File: config.mk
export PLATFORM = sky130hd
export DESIGN_NAME = pulse_scheduler_flat
export DESIGN_NICKNAME = d
export VERILOG_FILES = /design/src/rtl/pulse_scheduler_if.sv /design/src/rtl/pulse_scheduler.sv /design/src/flat_wrapper.sv
export SDC_FILE = /design/constraint.sdc
export NUM_CORES = 1
export LEC_CHECK = 0
export CAP_MARGIN = 25
export CORE_UTILIZATION = 49
export DETAILED_ROUTE_END_ITERATION = 10
export PLACE_DENSITY = 0.76
export SLEW_MARGIN = 25
export SYNTH_ARGS = -nofsm -noshare
export SYNTH_HDL_FRONTEND = slang
export SYNTH_SLANG_ARGS = --single-unit
File: constraint.sdc
create_clock -name clock -period 2.3 [get_ports clock]
set_clock_uncertainty 0.05 [all_clocks]
set_input_delay 0.69 -clock clock [delete_from_list [all_inputs] [get_ports clock]]
set_output_delay 0.69 -clock clock [all_outputs]
set_load 0.01 [all_outputs]
File: src/rtl/pulse_scheduler_if.sv
// Request/status bundle between a requester and the pulse scheduler.
interface pulse_scheduler_if #(
  parameter int unsigned WIDTH = 8
);
  logic             start;
  logic             stop;
  logic [WIDTH-1:0] period;
  logic [WIDTH-1:0] high_time;
  logic [WIDTH-1:0] count;
  logic             signal;
  logic             busy;
  logic             done;
  logic             err;
  logic [WIDTH-1:0] pulses;

  modport master (
    output start, stop, period, high_time, count,
    input  signal, busy, done, err, pulses
  );

  modport slave (
    input  start, stop, period, high_time, count,
    output signal, busy, done, err, pulses
  );
endinterface

File: src/rtl/pulse_scheduler.sv
// Programmable pulse-train controller: emits bursts (or a continuous train)
// of pulses with latched period/high time, reports progress and completion.
module pulse_scheduler #(
  parameter int unsigned WIDTH = 8
) (
  input logic              clock,
  input logic              reset,
  pulse_scheduler_if.slave bus
);

  typedef enum logic [1:0] {IDLE, HIGH, LOW, DONE} state_t;

  state_t           state_q, state_d;
  logic             signal_q, signal_d;
  logic             busy_q, busy_d;
  logic             done_q, done_d;
  logic             err_q, err_d;
  logic [WIDTH-1:0] pulses_q, pulses_d;
  logic [WIDTH-1:0] phase_q, phase_d;
  logic [WIDTH-1:0] per_q, per_d;
  logic [WIDTH-1:0] hi_q, hi_d;
  logic [WIDTH-1:0] cnt_q, cnt_d;
  logic             cfg_ok;

  assign cfg_ok = (bus.period >= WIDTH'(2)) && (bus.high_time != '0) &&
                  (bus.high_time < bus.period);

  // State and registered outputs
  always_ff @(posedge clock or posedge reset) begin
    if (reset) begin
      state_q  <= IDLE;
      signal_q <= 1'b0;
      busy_q   <= 1'b0;
      done_q   <= 1'b0;
      err_q    <= 1'b0;
      pulses_q <= '0;
      phase_q  <= '0;
      per_q    <= '0;
      hi_q     <= '0;
      cnt_q    <= '0;
    end else begin
      state_q  <= state_d;
      signal_q <= signal_d;
      busy_q   <= busy_d;
      done_q   <= done_d;
      err_q    <= err_d;
      pulses_q <= pulses_d;
      phase_q  <= phase_d;
      per_q    <= per_d;
      hi_q     <= hi_d;
      cnt_q    <= cnt_d;
    end
  end

  // Next-state and next-output logic; phase counts 1..period within a period
  always_comb begin
    state_d  = state_q;
    signal_d = signal_q;
    busy_d   = busy_q;
    done_d   = 1'b0;
    err_d    = 1'b0;
    pulses_d = pulses_q;
    phase_d  = phase_q;
    per_d    = per_q;
    hi_d     = hi_q;
    cnt_d    = cnt_q;
    case (state_q)
      IDLE: begin
        if (bus.start && !bus.stop) begin
          if (cfg_ok) begin
            per_d    = bus.period;
            hi_d     = bus.high_time;
            cnt_d    = bus.count;
            state_d  = HIGH;
            signal_d = 1'b1;
            busy_d   = 1'b1;
            pulses_d = WIDTH'(1);
            phase_d  = WIDTH'(1);
          end else begin
            err_d = 1'b1;
          end
        end
      end
      HIGH: begin
        if (bus.stop) begin
          state_d  = DONE;
          signal_d = 1'b0;
          busy_d   = 1'b0;
          done_d   = 1'b1;
        end else begin
          phase_d = phase_q + 1'b1;
          if (phase_q == hi_q) begin
            state_d  = LOW;
            signal_d = 1'b0;
          end
        end
      end
      LOW: begin
        if (bus.stop) begin
          state_d  = DONE;
          signal_d = 1'b0;
          busy_d   = 1'b0;
          done_d   = 1'b1;
        end else if (phase_q == per_q) begin
          if ((cnt_q != '0) && (pulses_q == cnt_q)) begin
            state_d  = DONE;
            signal_d = 1'b0;
            busy_d   = 1'b0;
            done_d   = 1'b1;
          end else begin
            state_d  = HIGH;
            signal_d = 1'b1;
            phase_d  = WIDTH'(1);
            pulses_d = (pulses_q == '1) ? pulses_q : pulses_q + 1'b1;
          end
        end else begin
          phase_d = phase_q + 1'b1;
        end
      end
      DONE: begin
        state_d  = IDLE;
        signal_d = 1'b0;
        busy_d   = 1'b0;
      end
      default: begin
        state_d  = IDLE;
        signal_d = 1'b0;
        busy_d   = 1'b0;
      end
    endcase
  end

  assign bus.signal = signal_q;
  assign bus.busy   = busy_q;
  assign bus.done   = done_q;
  assign bus.err    = err_q;
  assign bus.pulses = pulses_q;

endmodule

File: src/flat_wrapper.sv
// flat-port wrapper written by rule: the top's interface ports become plain ports
module pulse_scheduler_flat 
#(
  parameter int unsigned WIDTH = 8
)
  (clock, reset, bus_start, bus_stop, bus_period, bus_high_time, bus_count, bus_signal, bus_busy, bus_done, bus_err, bus_pulses);
  pulse_scheduler_if #(.WIDTH(WIDTH)) bus_i ();
  input logic clock;
  input logic reset;
  input wire logic [$bits(bus_i.start)-1:0] bus_start;
  input wire logic [$bits(bus_i.stop)-1:0] bus_stop;
  input wire logic [$bits(bus_i.period)-1:0] bus_period;
  input wire logic [$bits(bus_i.high_time)-1:0] bus_high_time;
  input wire logic [$bits(bus_i.count)-1:0] bus_count;
  output wire logic [$bits(bus_i.signal)-1:0] bus_signal;
  output wire logic [$bits(bus_i.busy)-1:0] bus_busy;
  output wire logic [$bits(bus_i.done)-1:0] bus_done;
  output wire logic [$bits(bus_i.err)-1:0] bus_err;
  output wire logic [$bits(bus_i.pulses)-1:0] bus_pulses;
  assign bus_i.start = bus_start;
  assign bus_i.stop = bus_stop;
  assign bus_i.period = bus_period;
  assign bus_i.high_time = bus_high_time;
  assign bus_i.count = bus_count;
  assign bus_signal = bus_i.signal;
  assign bus_busy = bus_i.busy;
  assign bus_done = bus_i.done;
  assign bus_err = bus_i.err;
  assign bus_pulses = bus_i.pulses;
  pulse_scheduler #(.WIDTH(WIDTH)) u_core (.clock(clock), .reset(reset), .bus(bus_i));
endmodule
==> flow_metrics.py, run 1 <==
metrics = {
    "layout": {
        "final.fill_count": 314,
        "area_delta_synth_final_pct": 49.7,
        "seq_area_mm2": 0.00115,
        "drive_gt1_share_pct": 41.3,
        "final_nets": 420,
        "multi_input_area_mm2": 0.00179,
        "final_cell_mix": "56 x buf_4, 46 x dfrtp_1, 22 x clkdlybuf4s50_1",
        "final_common_cell": "buf_4",
        "diodes": 0,
    },
    "floorplanning": {
        "start_util_pct": 50.7,
        "io_pins": 40,
        "dieHeight_um": 77.5,
        "die_area_mm2": 0.00601,
        "core-area_mm2": 0.00551,
        "dieWidth_um": 77.5,
        "rows": 27,
    },
    "routing": {
        "drcViolationCount": 0,
        "drt_pass1_iterations": 7,
        "antenna_left": 0,
        "wire_per_inst_um": 21.7,
        "dr.first_iter.drc_count": 512,
        "drt-total-wl_mm": 9.80,
        "viasPerCell": 6.24,
        "vias": 2820,
    },
    "worst_setup_path": {
        "crit_type": "input pin to register",
        "cp-start-kind": "input pin",
        "required_ns": 2.45,
        "path_max_fanout": 5,
        "cp.arrival_ns": 2.70,
        "crit_path_end_kind": "register",
    },
    "global_routing": {
        "grt_usage_pct": 27.9,
        "grt_pass1_wl_mm": 12.9,
        "grt_pass1_vias": 2608,
        "gr-total-overflow": 0,
        "antenna_found_initial": 0,
        "grt_max_degree": 47,
    },
    "power": {
        "ir_drop_mv": 0.672,
        "design_power_total_mw": 4.79,
        "power.density_mw_per_mm2": 1150,
        "p_leak_nw": 1.84,
    },
    "outcome": {
        "outcome": "finished with violations",
        "violations": "negative setup slack",
    },
    "clock_tree": {
        "numCtsBuffers": 5,
        "clk_latency_ns": 0.32,
        "clock_path_buffers": 2,
        "clk_transition_reported_paths_ns": 0.10,
        "cts_hold_buf": 0,
        "cts_tree": "yes",
        "clock_sinks": 46,
        "h-tree-depth": 2,
        "root_buffer": "clkbuf_8",
    },
    "timing": {
        "slew_headroom_pct": 66.1,
        "grt_setup_unrepaired": "yes",
        "slew_violations": 0,
        "worst_pin_slew_ns": 0.504,
        "fin_crit_sh_pct": 111,
        "hold_ws_ns": 0.492,
        "finalWorstSetupSlack_ns": -0.245,
        "setup_viol": 43,
        "hold_violations": 0,
        "fin_crit_ns": 2.55,
        "max_freq_mhz": 393,
    },
    "synth": {
        "ys_types": 42,
        "synth_flop_cell": "dfrtp_1",
        "async_flop_share_pct": 100,
        "synth-edff-count": 0,
        "yosys_warnings": 0,
        "mappedNetlistArea_mm2": 0.00279,
        "yosysSeqAreaShare_pct": 41.2,
        "synth.avg_cell_area_um2": 10.0,
        "ys_ff_latch": 46,
        "syn_nets": 319,
        "netlist_instances": 278,
    },
    "run": {
        "maxCapViolations": 0,
    },
    "placed_design": {
        "io_buffers": 39,
        "gp_congestion": 0.831,
        "hpwl_mm": 5.22,
    },
    "worst_hold_path": {
        "holdCritPathClass": "register to register",
    },
}
## sequential cells by signal, indices dropped and copies added (netlist names)
signal	count
u_core.state_q	2
u_core.bus.signal	1
u_core.bus.err	1
u_core.bus.pulses	8
u_core.bus.done	1
u_core.per_q	8
u_core.phase_q	8
u_core.cnt_q	8
u_core.bus.busy	1
u_core.hi_q	8
## metrics by stage
step | worst slack [ns] | instance area, um^2 | util (%) | instances | TNS [ns]
6_report | -0.245 | 4180 | 75.9 | 452 | -7.18
5_1_grt | -0.257 | 4180 | 75.9 | 452 | -8.11
2_1_floorplan | -0.237 | 2870 | - | 278 | -4.64
3_5_place_dp | -0.944 | 3630 | 65.9 | 424 | -37.49
3_3_place_gp | -0.850 | 3630 | 65.9 | 424 | -34.52
4_1_cts | -0.129 | 3920 | 71.1 | 446 | -2.44
## power by group
part           internal [mW]  switching, mW  total, mW
Clock                  0.215          0.309      0.524
Sequential              1.14          0.397       1.53
Combinational           1.40           1.33       2.73
## layout make-up
class | instances | area share, %
multi-input combinational | 198 | 42.8
timing repair buffer | 106 | 23.1
sequential | 46 | 27.5
tap | 72 | 2.16
clock buffer | 6 | 1.74
inverter | 22 | 2.33
clock inverter | 2 | 0.329
## metal layers
layer	vias to the layer above	global-route usage, %	wire length [um]	share of wire, %
met5	-	0	0	0
li1	1213	-	-	-
met2	161	44.2	4890	50
met3	50	5.18	536	5.5
met4	0	12.1	432	4.4
met1	1396	37.3	3940	40
## cells in the mapped netlist (all sizes together), types with 2 or more instances
cell | n | share of area [%]
dfrtp | 46 | 41
inv | 22 | 3.0
nand2 | 21 | 2.8
o21ai | 19 | 3.4
mux2 | 17 | 9.0
xnor2 | 16 | 5.0
ha | 13 | 5.8
nand3 | 9 | 1.6
nor4 | 9 | 2.0
nand3b | 8 | 2.2
nand4 | 8 | 1.8
xor2 | 8 | 2.5
a211oi | 7 | 1.9
and3 | 7 | 1.7
nor2 | 7 | 0.94
buf | 6 | 1.7
clkbuf | 6 | 0.81
o22ai | 6 | 1.3
o211ai | 5 | 1.3
a21oi | 4 | 0.72
a31oi | 4 | 0.90
nor3 | 4 | 0.72
a211o | 3 | 0.94
a311oi | 2 | 0.63
and2 | 2 | 0.45
nand2b | 2 | 0.45
nor3b | 2 | 0.54
o22a | 2 | 0.63
o31a | 2 | 0.63
o31ai | 2 | 0.54
## path summary, 6_finish.rpt
kind | start | endpoint | slack (ns) | depth (start not counted)
max | bus_period[3] | u_core.cnt_q[5]$_DFFE_PP0P_ | -0.25 | 8
max in group asynchronous | reset | u_core.phase_q[3]$_DFFE_PP0P_ | 1.29 | 3
min | u_core.bus.signal$_DFFE_PP0P_ | u_core.bus.signal$_DFFE_PP0P_ | 0.49 | 1
min reg2reg | u_core.bus.signal$_DFFE_PP0P_ | u_core.bus.signal$_DFFE_PP0P_ | 0.49 | 1
min in group asynchronous | reset | u_core.cnt_q[6]$_DFFE_PP0P_ | 0.68 | 3
max reg2reg | u_core.bus.pulses[7]$_DFFE_PP0P_ | u_core.bus.pulses[7]$_DFFE_PP0P_ | -0.11 | 7
## timing repair
action                                  4_1_cts  5_1_grt
gates cloned                                  0        3
pin swaps                                    17       18
resized for setup                            61       71
endpoints found under the setup margin       44       44
buffers inserted                             14        3
## critical path: stages
cell	delay, ns
clkdlybuf4s15_1	0.18
inv_2	0.06
buf_4	0.14
a41oi_2	0.20
o211ai_1	0.22
or4_4	0.70
clkbuf_16	0.21
mux2_4	0.29
## cells by family (layout without fill, tap and decap cells)
group	count (synthesis)	in the layout	share of synthesized area (%)
simple gates	81	81	15.7
compound gates	62	62	14.8
flops	46	46	41.2
buf+inv	34	136	5.51
xor+xnor	24	24	7.53
mux	18	18	9.36
fa+ha+maj	13	13	5.82
(Power assumes the default switching activity.)
==> run 2: changes to the inputs <==
--- a/config.mk
+++ b/config.mk
@@ -9,7 +9,7 @@
 export CORE_UTILIZATION = 49
 export DETAILED_ROUTE_END_ITERATION = 10
 export PLACE_DENSITY = 0.76
-export SLEW_MARGIN = 25
+export SLEW_MARGIN = 20
 export SYNTH_ARGS = -nofsm -noshare
 export SYNTH_HDL_FRONTEND = slang
 export SYNTH_SLANG_ARGS = --single-unit
==> results of run 2 <==
The final DEF is identical to that of run 1; final timing and power are the same.
